--- src/rtl/line_assembler.sv ---
// line_assembler: packs a pixel stream into full lines with zeroed borders and row tracking.
// Optional double-buffered output when LINE_ASM_DBUF_EN is defined.
module line_assembler #(
    parameter int LINE_W = 320,
    parameter int PIX_W  = 1,
    parameter int BORDER = 2,
    parameter int ROWS   = 240,
    localparam int COL_W = (LINE_W > 1) ? $clog2(LINE_W) : 1,
    localparam int ROW_W = (ROWS > 1) ? $clog2(ROWS) : 1
) (
    input  logic                    clk,
    input  logic                    rst_n,
    input  logic                    en,
    input  logic                    sof,
    input  logic                    pix_valid,
    input  logic [PIX_W-1:0]        pix_data,
    output logic                    pix_ready,
    output logic [LINE_W*PIX_W-1:0] line_pixel,
    output logic                    line_valid,
    output logic [ROW_W-1:0]        row_idx,
    output logic                    frame_end,
    output logic                    start
);
    typedef enum logic [1:0] {IDLE, FILL, DONE} state_t;

    state_t                    state_q, state_d;
    logic [COL_W-1:0]          col_q, col_d;
    logic [ROW_W-1:0]          row_q, row_d;
    logic [ROW_W-1:0]          row_idx_q, row_idx_d;
    logic [LINE_W*PIX_W-1:0]   work_q, work_d;
    logic                      line_valid_q, line_valid_d;
    logic                      frame_end_q, frame_end_d;
    logic                      start_q, start_d;
    logic                      xfer, in_win, last_col, last_row;
`ifdef LINE_ASM_DBUF_EN
    logic [LINE_W*PIX_W-1:0]   shadow_q, shadow_d;
`endif

    assign pix_ready = (state_q == FILL) && en;
    assign xfer      = pix_valid && pix_ready;
    assign in_win    = (col_q >= COL_W'(BORDER)) && (col_q <= COL_W'(LINE_W - BORDER - 1));
    assign last_col  = col_q == COL_W'(LINE_W - 1);
    assign last_row  = row_q == ROW_W'(ROWS - 1);

    assign line_valid = line_valid_q;
    assign frame_end  = frame_end_q;
    assign start      = start_q;
    assign row_idx    = row_idx_q;
`ifdef LINE_ASM_DBUF_EN
    assign line_pixel = shadow_q;
`else
    assign line_pixel = work_q;
`endif

    // Next-state logic: line fill, completion pulse, abort on en low, frame restart on sof.
    always_comb begin
        state_d      = state_q;
        col_d        = col_q;
        row_d        = row_q;
        row_idx_d    = row_idx_q;
        work_d       = work_q;
        line_valid_d = 1'b0;
        frame_end_d  = 1'b0;
        start_d      = 1'b0;
`ifdef LINE_ASM_DBUF_EN
        shadow_d     = shadow_q;
`endif
        if (!en) begin
            state_d = IDLE;
            col_d   = '0;
            work_d  = '0;
        end else begin
            case (state_q)
                IDLE: begin
                    state_d = FILL;
                    start_d = 1'b1;
                end
                FILL: begin
                    if (xfer && sof) begin
                        col_d              = COL_W'(1);
                        row_d              = '0;
                        work_d             = '0;
                        work_d[PIX_W-1:0]  = (BORDER > 0) ? '0 : pix_data;
                    end else if (xfer) begin
                        work_d[col_q*PIX_W +: PIX_W] = in_win ? pix_data : '0;
                        if (last_col) begin
                            state_d      = DONE;
                            col_d        = '0;
                            line_valid_d = 1'b1;
                            row_idx_d    = row_q;
                            frame_end_d  = last_row;
                            row_d        = last_row ? '0 : row_q + 1'b1;
`ifdef LINE_ASM_DBUF_EN
                            shadow_d     = work_d;
`endif
                        end else begin
                            col_d = col_q + 1'b1;
                        end
                    end
                end
                DONE: begin
                    state_d = FILL;
                    start_d = 1'b1;
`ifdef LINE_ASM_DBUF_EN
                    work_d  = '0;
`endif
                end
                default: state_d = IDLE;
            endcase
        end
    end

    // State and datapath registers with asynchronous reset.
    always_ff @(posedge clk or negedge rst_n) begin
        if (!rst_n) begin
            state_q      <= IDLE;
            col_q        <= '0;
            row_q        <= '0;
            row_idx_q    <= '0;
            work_q       <= '0;
            line_valid_q <= 1'b0;
            frame_end_q  <= 1'b0;
            start_q      <= 1'b0;
`ifdef LINE_ASM_DBUF_EN
            shadow_q     <= '0;
`endif
        end else begin
            state_q      <= state_d;
            col_q        <= col_d;
            row_q        <= row_d;
            row_idx_q    <= row_idx_d;
            work_q       <= work_d;
            line_valid_q <= line_valid_d;
            frame_end_q  <= frame_end_d;
            start_q      <= start_d;
`ifdef LINE_ASM_DBUF_EN
            shadow_q     <= shadow_d;
`endif
        end
    end
endmodule

--- config.mk ---
export PLATFORM = sky130hd
export DESIGN_NAME = line_assembler
export DESIGN_NICKNAME = d
export VERILOG_FILES = /design/src/rtl/line_assembler.sv
export SDC_FILE = /design/constraint.sdc
export NUM_CORES = 1
export LEC_CHECK = 0
export ABC_AREA = 1
export CELL_PAD_IN_SITES_DETAIL_PLACEMENT = 0
export CELL_PAD_IN_SITES_GLOBAL_PLACEMENT = 1
export CORE_ASPECT_RATIO = 0.6
export CORE_MARGIN = 1
export CORE_UTILIZATION = 39
export DETAILED_ROUTE_END_ITERATION = 7
export PLACE_DENSITY_LB_ADDON = 0.1
export SLEW_MARGIN = 5
export SYNTH_ARGS = -nofsm -noshare
export SYNTH_HDL_FRONTEND = slang
export SYNTH_SLANG_ARGS = --single-unit
--- constraint.sdc ---
create_clock -name clk -period 3.4 [get_ports clk]
set_input_delay 1.02 -clock clk [delete_from_list [all_inputs] [get_ports clk]]
set_output_delay 1.02 -clock clk [all_outputs]
set_load 0.005 [all_outputs]
# [Word level (Yosys, flattened, before mapping)]
# Cells that the tools add are included.
# Widths: inputs -> output; s select.
[word_totals] inputBits=6 output_inout_bits=332 reg_bits=350
[classes] n_shift=2 n_eq_ne=9 bitwise=1 order_cmp=2 mux=32 add_sub_neg=3 reduce_logical=12
[op_table] op="$mux 320" n=4
[op_table] op="$bwmux 320" n=1
[op_table] op="$shift 1x34->320 const A" n=1
[op_table] op="$shiftx 1x34->320" n=1
[op_table] op="$mux 9" n=5
[op_table] op="$neg 9->34" n=1
[op_table] op="$mux 8" n=4
[op_table] op="$mux 1" n=13
[op_table] op="$add 9x1->9 const B" n=1
[op_table] op="$eq 9x9->1 const B" n=1
[op_table] op="$ge 9x2->1 const B" n=1
[op_table] op="$le 9x9->1 const B" n=1
[op_table] op="$ne 3x3->1 const B" n=3
[op_table] op="$add 8x1->8 const B" n=1
[op_table] op="$eq 8x8->1 const B" n=1
[op_table] op="$mux 2" n=4
[op_table] op="$reduce_and 5->1" n=1
[op_table] op="$logic_and 1x1->1" n=4
[op_table] op="$pmux 2 s2" n=1
[op_table] op="$reduce_and 4->1" n=1
[op_table] op="$reduce_bool 2->1" n=2
[op_table] op="$ne 3x1->1 const B" n=1
[op_table] op="$reduce_and 3->1" n=1
[op_table] op="$eq 2x1->1 const B" n=1
[op_table] op="6 further kinds" n=6

# [Logic depth before layout (Yosys ltp)]
# Gate-level depths: netlist (run 1).
[logic_depth] ltp_word=9 mapped_depth=18

# [Least setup slack after synthesis (run 1)]
# Ideal clock, no wire load.
[synth_timing] path_type="register -> register" start="register col_q[0]" end="register work_q[100] (netlist: line_pixel[100])" synth_period_minus_slack_ns=2.652 path_buffers=3 arrival_ns=2.519 stages_incl_launch_ff=16 setup_slack_ns=0.748 path_cell_list="dfrtp_1 > inv_2 > buf_4 > ha_1 > nand3_1 > nor2_1 > ha_1 > inv_1 > nor2_2 > nand2_1 > nor2_4 > inv_2 > buf_4 > buf_2 > o211ai_1 > o31ai_1"
[synth_via] elab_chain_len=9
[synth_lines] element="from (decl)" line="27" source="logic [COL_W-1:0] col_q, col_d;"
[synth_lines] element="from (signal assigned)" line="129" source="col_q <= col_d;"
[synth_lines] element="$ge 9x2->1 or $le 9x9->1 (tied branches)" line="41" source="assign in_win = (col_q >= COL_W'(BORDER)) && (col_q <= COL_W'(LINE_W - BORDER - 1));"
[synth_lines] element="$logic_and 1x1->1" line="41"
[synth_lines] element="$mux 1" line="85" source="work_d[col_q*PIX_W +: PIX_W] = in_win ? pix_data : '0;"
[synth_lines] element="$shiftx 1x34->320" line="85"
[synth_lines] element="$bwmux 320 (*)" line="85"
[synth_lines] element="$mux 320 (*)" line="84" source="end else if (xfer) begin"
[synth_lines] element="$mux 320 (*)" line="79" source="if (xfer && sof) begin"
[synth_lines] element="$mux 320 (*)" line="73" source="case (state_q)"
[synth_lines] element="$mux 320 (*)" line="68" source="if (!en) begin"
[synth_lines] element="to (signal assigned)" line="132" source="work_q <= work_d;"
[synth_lines] element="to (decl)" line="30" source="logic [LINE_W*PIX_W-1:0] work_q, work_d;"
# Mark *: on every way between the ends. The rest lies on a longest branch, timed or not. The select of a mux whose other input is x is not followed.
# A chain may end at the register's enable or synchronous reset.

# [Final worst setup path (run 1)]
[layout_timing] start="input en" end="output pix_ready"
[layout_via] elab_chain_len=1
[layout_lines] element="from (decl)" line="13" source="input logic en,"
[layout_lines] element="$logic_and 1x1->1" line="39" source="assign pix_ready = (state_q == FILL) && en;"
[layout_lines] element="to (decl)" line="17" source="output logic pix_ready,"
# Every way passes these cells.

==> results by group, run 1 <==
Timing
  – Min Tclk post-route: 3.226 ns
  – Worst Tran Pin Value: 0.9484 ns
  – Final setup fails: 0
  – Final max-slew violation count: 0
  – Final Hold Fails: 0
  – Final TNS setup: 0 ns
  – Achievable Freq: 0.3100 GHz
  – Slew headroom: 36.77%
  – Fin crit share: 94.87%
  – Clock skew: 0.02551 ns
  – RSZ-0062 raised after global routing: false

Placed design
  – Placed cell area: 24110 um2
  – Post-detail-place hpwl: 60.13 mm
  – Routability cong.: 0.9556
  – PortBufs: 337
  – Inst Count DP: 3517

Worst hold path
  – Hold Crit Class: primary input to async pin

Drt
  – Met1 WL: 37.60 mm
  – Wire length on met3: 8.702 mm
  – Drt pass-1 iters: 6
  – Met2 WL post-DR: 36.72 mm
  – Vias/cell: 5.750
  – DRC violations left: 0
  – DRT Wirelength: 85.54 mm
  – DRT iter0 DRCs: 2746
  – Top Metal Used: met4
  – Routed via count: 20610
  – WL per Instance: 23.86 um
  – Post-route ant nets: 0

GRT
  – Vias in the first global route: 19740
  – Initial antenna violation count: 0
  – First-pass GRT wire length: 127.2 mm
  – Remaining global-route overflow: 0
  – Global Route Usage Sum: 33.70%
  – Largest net degree at the start of global routing: 162

Yosys
  – Seq/Total Area, Yosys: 45.59%
  – Synth area leader: dfrtp_1
  – Area contributors post-synth: dfrtp_1 (46%), nand2_1 (12%), nand3_1 (11%)
  – Post-Syn Area: 19210 um2
  – Async S/R FF share, synth: 100.0%
  – Post-synth EDFFs: 0
  – Post-synthesis cell type count: 39
  – Top FF cell, synth: dfrtp_1
  – Post-Syn Instances: 2558
  – Total number of yosys warnings: 0
  – #FFs+latches synth: 350
  – Mapped Nets: 2570
  – Synth top area share: 45.59%
  – Syn_area_per_cell: 7.511 um2

Floorplanning
  – Num rows: 62
  – Die height: 173.9 um
  – Chip width: 288.5 um
  – Initial Utilization: 39.82%
  – Die Area: 50180 um2
  – Core region area: 48250 um2
  – Ports: 338

Pwr
  – PD cells: 399.2 nW/um2
  – LEAKAGE: 11.23 nW
  – VDD IR-drop max: 0.0002736 V
  – Power, Total: 10.13 mW

Cells and area
  – Final layout net count: 2929
  – Most frequent cells in the layout: nand2_1 (620), nand3_1 (414), dfrtp_1 (350), clkdlybuf4s50_1 (336), nor2_1 (323)
  – Final core occ: 52.60%
  – Multi-input gate area: 9166 um2
  – Non-filler cells in the finished layout: 3585
  – # fillers: 4611
  – Sequential Area: 8758 um2
  – Post-route cell area: 25380 um2
  – Most common cell after layout, fill and taps aside: nand2_1
  – Syn-to-layout area delta: 32.09%
  – Layout cells sized above 1: 10.33%

Flow run
  – Max-Cap Viols: 0

Setup path
  – Worst Path Max Fanout: 4
  – WS Path Type: primary input to output port
  – Worst setup SP type: primary input
  – CP Data Required Time: 2.38 ns
  – CP arrival: 2.21 ns
  – Critical Path End Type: output port

Clock tree
  – Resize count post-CTS: 0
  – Root Driver: clkbuf_16
  – CTS tree: yes
  – Total setup buffers inserted after CTS: 0
  – # hold bufs at CTS: 0
  – Worst skew pair latency: 0.55 ns
  – Htree depth: 2
  – Number of buffers created by CTS: 38
  – Num Clock Sinks: 350
  – Clk slew on worst S/H paths: 0.07 ns
  – Max clock buf depth: 3

Outcome
  – Outcome: finished, final reports clean
[path summary, 6_finish.rpt]
kind                       startpoint         endpoint  cells past startpoint  slack (ns)
max in group asynchronous       rst_n  line_pixel[311]                      3        2.16
max reg2reg                  col_q[1]  line_pixel[117]                     17        0.20
min reg2reg                state_q[0]            start                      1        0.45
max                                en        pix_ready                      4        0.17
min in group clk           state_q[0]            start                      1        0.45
min                             rst_n   line_pixel[92]                      1        0.35
[cell usage after synthesis, types with 5 or more instances]
master    instances
o21ai_1          24
o22ai_1          15
nand3_1         415
o31ai_1          51
nor3_1           55
nand2_1         621
nand4_1         121
buf_2            61
buf_1            31
inv_2            21
a21oi_1          12
nor4_1            5
inv_1           128
nor3_2           14
clkbuf_1         79
nor2_2           25
buf_4             8
nor2_1          327
o21ai_0          40
o211ai_1        113
ha_1              6
dfrtp_1         350
[routing by layer]
layer,up-vias,global-route usage [%]
li1,9390,-
met1,9996,49.28
met2,1092,48.28
met3,135,8.898
met4,0,10.23
met5,-,0
[per-stage QoR]
step / setup WS, ns / hold slack (ns)
finish: 0.1744 / 0.3525
global route: 0.002675 / 0.3512
CTS: 0.1744 / 0.3443
detailed placement: 0.06870 / 0.4364
global placement: 0.1046 / 0.4445
floorplan: 0.7476 / 0.4181
[final cells by class]
type / count / share of cell area (%)
Antenna cell: 1 / 0.009860
Clock buffer: 57 / 4.427
Clock inverter: 10 / 0.5325
Inverter: 151 / 2.233
Multi-Input combinational cell: 1878 / 36.12
Sequential cell: 350 / 34.51
Tap cell: 640 / 3.155
Timing Repair Buffer: 498 / 19.01
[cells by family after synthesis]
logic type / share of synthesized area, %
AND/OR/NAND/NOR: 37.44
adder cells (fa/ha/maj): 0.3907
XOR/XNOR: 0.4949
flip-flops: 45.59
buffers and inverters: 7.001
AO/OA/AOI/OAI: 9.085
[registers in the layout, summed over array words and instances, names as in the netlist]
signal	cells
frame_end	1
col_q	9
line_valid	1
state_q	2
start	1
row_q	8
line_pixel	320
row_idx	8
[worst max-delay path, stage by stage]
cell             delay (ns)
clkdlybuf4s50_1        0.48
nand2_1                0.11
inv_1                  0.10
clkdlybuf4s50_1        0.50
[power breakdown]
part,switching (mW),total [mW],internal (mW)
clock,1.85,4.37,2.52
combinational,1.25,1.54,0.288
sequential,0.0278,4.23,4.20
Power figures use the tool's default switching activity.
==> run 2: changes to the inputs <==
--- a/config.mk
+++ b/config.mk
@@ -6,6 +6,7 @@
 export NUM_CORES = 1
 export LEC_CHECK = 0
 export ABC_AREA = 1
+export CAP_MARGIN = 20
 export CELL_PAD_IN_SITES_DETAIL_PLACEMENT = 0
 export CELL_PAD_IN_SITES_GLOBAL_PLACEMENT = 1
 export CORE_ASPECT_RATIO = 0.6
==> constraint.sdc (replaced) <==
create_clock -name clk -period 3.4 [get_ports clk]
set_input_delay 0.68 -clock clk [delete_from_list [all_inputs] [get_ports clk]]
set_output_delay 0.68 -clock clk [all_outputs]
set_load 0.005 [all_outputs]
==> run 2 against run 1 <==
Clock skew down 0.0098 ns. Worst hold slack lost 0.23 ns. Largest power group unchanged. Clock power about the same. Via count grew 0.50%.
==> results by group, run 2 (same netlist as run 1, synthesis figures left out) <==
Drt
  – Vias/cell: 5.810 (+1.0%)
  – WL per Instance: 23.83 um (-0.11%)
  – Post-route ant nets: 0 (unchanged)
  – DRT iter0 DRCs: 2322 (-15%)
  – Drt pass-1 iters: 6 (unchanged)
  – DRT Wirelength: 84.99 mm (-0.64%)
  – Routed via count: 20720 (+0.50%)
  – DRC violations left: 0 (unchanged)

Cells and area
  – Most frequent cells in the layout: nand2_1 (620), nand3_1 (414), dfrtp_1 (350), clkdlybuf4s50_1 (336), nor2_1 (322)
  – Max reg flops: 320 (unchanged)
  – Final layout net count: 2910 (-0.65%)
  – Layout cells sized above 1: 9.877% (-0.45 points)
  – Most common cell after layout, fill and taps aside: nand2_1
  – Syn-to-layout area delta: 31.23%
  – Post-route cell area: 25210 um2 (-0.65%)
  – # fillers: 4565 (-1.0%)
  – N_diodes: 0 (-1)

Pwr
  – Clock Power Share: 43.4% (+0.3 points)
  – Power, Total: 10.14 mW (about the same)
  – Sw Share: 30.83% (about the same)
  – Internal Power: 7.014 mW (+0.11%)
  – P_sw: 3.126 mW (about the same)
  – PD cells: 402.2 nW/um2 (+0.74%)
  – Comb pwr share: 14.9% (-0.3 points)
  – LEAKAGE: 11.13 nW (-0.92%)
  – Reg power frac: 41.7% (about the same)
  – VDD IR-drop max: 0.0002800 V (+2.3%)

Floorplanning
  – Die Area: 50180 um2 (unchanged)
  – Chip width: 288.5 um (unchanged)
  – Ports: 338 (unchanged)
  – Die height: 173.9 um (unchanged)
  – Num rows: 62 (unchanged)
  – Initial Utilization: 39.82% (unchanged)
  – Core region area: 48250 um2 (unchanged)

Flow run
  – Max-Cap Viols: 0 (unchanged)

GRT
  – Global Route Usage Sum: 33.57% (-0.13 points)
  – Initial antenna violation count: 1 (+1)
  – Remaining global-route overflow: 0 (unchanged)
  – Largest net degree at the start of global routing: 149 (-8.0%)
  – First-pass GRT wire length: 127.4 mm (+0.19%)
  – Vias in the first global route: 19730 (-0.046%)

Setup path
  – Worst Path Max Fanout: 6 (+2)
  – Critical Path End Type: flop
  – WS Path Type: flop to flop
  – CP Data Required Time: 3.82 ns (+1.44 ns)
  – Worst setup SP type: flop
  – CP arrival: 3.60 ns (+1.39 ns)

Timing
  – Fin crit share: 93.64% (-1.2 points)
  – Clock skew: 0.01571 ns (-0.009801 ns)
  – Final TNS setup: 0 ns (unchanged)
  – Worst Tran Pin Value: 0.8088 ns (-0.1396 ns)
  – Achievable Freq: 0.3141 GHz (+1.3%)
  – Final max-slew violation count: 0 (unchanged)
  – Min Tclk post-route: 3.184 ns (-0.04193 ns)
  – Slew headroom: 46.08% (+9.3 points)
  – Final Hold Fails: 0 (unchanged)
  – Final setup fails: 0 (unchanged)
  – RSZ-0062 raised after global routing: false

Outcome
  – Outcome: finished, final reports clean

Clock tree
  – Worst skew pair latency: 0.55 ns (about the same)
  – Num Clock Sinks: 350 (unchanged)
  – Clk slew on worst S/H paths: 0.06 ns (about the same)
  – Max clock buf depth: 3 (unchanged)
  – Number of buffers created by CTS: 38 (unchanged)
  – CTS tree: yes
  – Total setup buffers inserted after CTS: 0 (unchanged)
  – Htree depth: 2 (unchanged)
  – Root Driver: clkbuf_16

Placed design
  – Routability cong.: 0.9432 (-1.3%)
  – Post-detail-place hpwl: 59.35 mm (-1.3%)
  – Placed cell area: 23920 um2 (-0.80%)
  – PortBufs: 337 (unchanged)

Worst hold path
  – Hold Crit Class: primary input to async pin
[run 2: final timing paths]
check                            from               to  slack (ns)  cells after the start
max in group asynchronous       rst_n  line_pixel[117]        2.15                      2
max                          col_q[1]  line_pixel[289]        0.22                     16
min reg2reg                state_q[0]            start        0.46                      1
min                             rst_n   line_pixel[56]        0.13                      1
min in group clk           state_q[0]            start        0.46                      1
max reg2reg                  col_q[1]  line_pixel[289]        0.22                     16
[run 2: what timing repair did]
action	4_1_cts	5_1_grt
hold buffers	0	0
endpoints found under the setup margin	0	5
hold endpoints to repair	0	0
gates resized for setup	0	2
[run 2: critical path: stages, from the launching register on]
cell,delay (ns)
dfrtp_1,0.44
inv_1,0.09
ha_1,0.25
nand3_1,0.14
nor2_1,0.07
ha_1,0.21
inv_1,0.12
nand3_4,0.15
nor2_2,0.27
nand4_1,0.20
nor2_1,0.35
buf_4,0.24
nand2_1,0.15
nor2_1,0.18
nand2_1,0.07
nand3_1,0.08
nand2_1,0.06
[run 2: power groups by stage]
stage	Combinational, mW	Sequential, mW	Clock, mW
4_1_cts	1.46	4.23	4.44
5_1_grt	1.58	4.23	4.60
3_5_place_dp	1.46	4.31	0
3_3_place_gp	1.45	4.30	0
6_report	1.51	4.23	4.40
2_1_floorplan	0.812	4.30	0
[run 2: area by class of cell]
class | count | area (um2) | area share, %
multi-input cells | 1878 | 9169 | 36.37
flip-flops and latches | 350 | 8758 | 34.74
repair buffers | 479 | 4632 | 18.37
clock buffers | 58 | 1180 | 4.680
well taps | 640 | 800.8 | 3.176
inverters | 151 | 566.8 | 2.248
clock inverters | 10 | 106.4 | 0.4218
[run 2: per-stage QoR]
stage | setup slack (ns) | hold slack [ns] | cells | util (%)
after floorplan | 0.7476 | 0.3844 | 2558 | -
after global placement | 0.1402 | 0.4490 | 3498 | 49.58
after detailed placement | 0.1665 | 0.4456 | 3498 | 49.58
after CTS | 0.2457 | 0.1575 | 3566 | 52.24
after global routing | 0.01371 | 0.1681 | 3566 | 52.25
final | 0.2163 | 0.1259 | 3566 | 52.25
[run 2: per-layer routing]
metal	up-vias	GRT usage, %	wire, um
li1	9339	-	-
met1	10090	50.00	38450
met2	1132	48.66	35820
met3	153	6.693	8165
met4	0	10.12	2558
met5	-	0	0
==> run 3: changes to the inputs <==
--- a/config.mk
+++ b/config.mk
@@ -14,6 +14,7 @@
 export CORE_UTILIZATION = 39
 export DETAILED_ROUTE_END_ITERATION = 7
 export PLACE_DENSITY_LB_ADDON = 0.1
+export SKIP_LAST_GASP = 1
 export SLEW_MARGIN = 5
 export SYNTH_ARGS = -nofsm -noshare
 export SYNTH_HDL_FRONTEND = slang
==> results of run 3 <==
The final DEF is identical to that of run 2; final timing and power are the same.
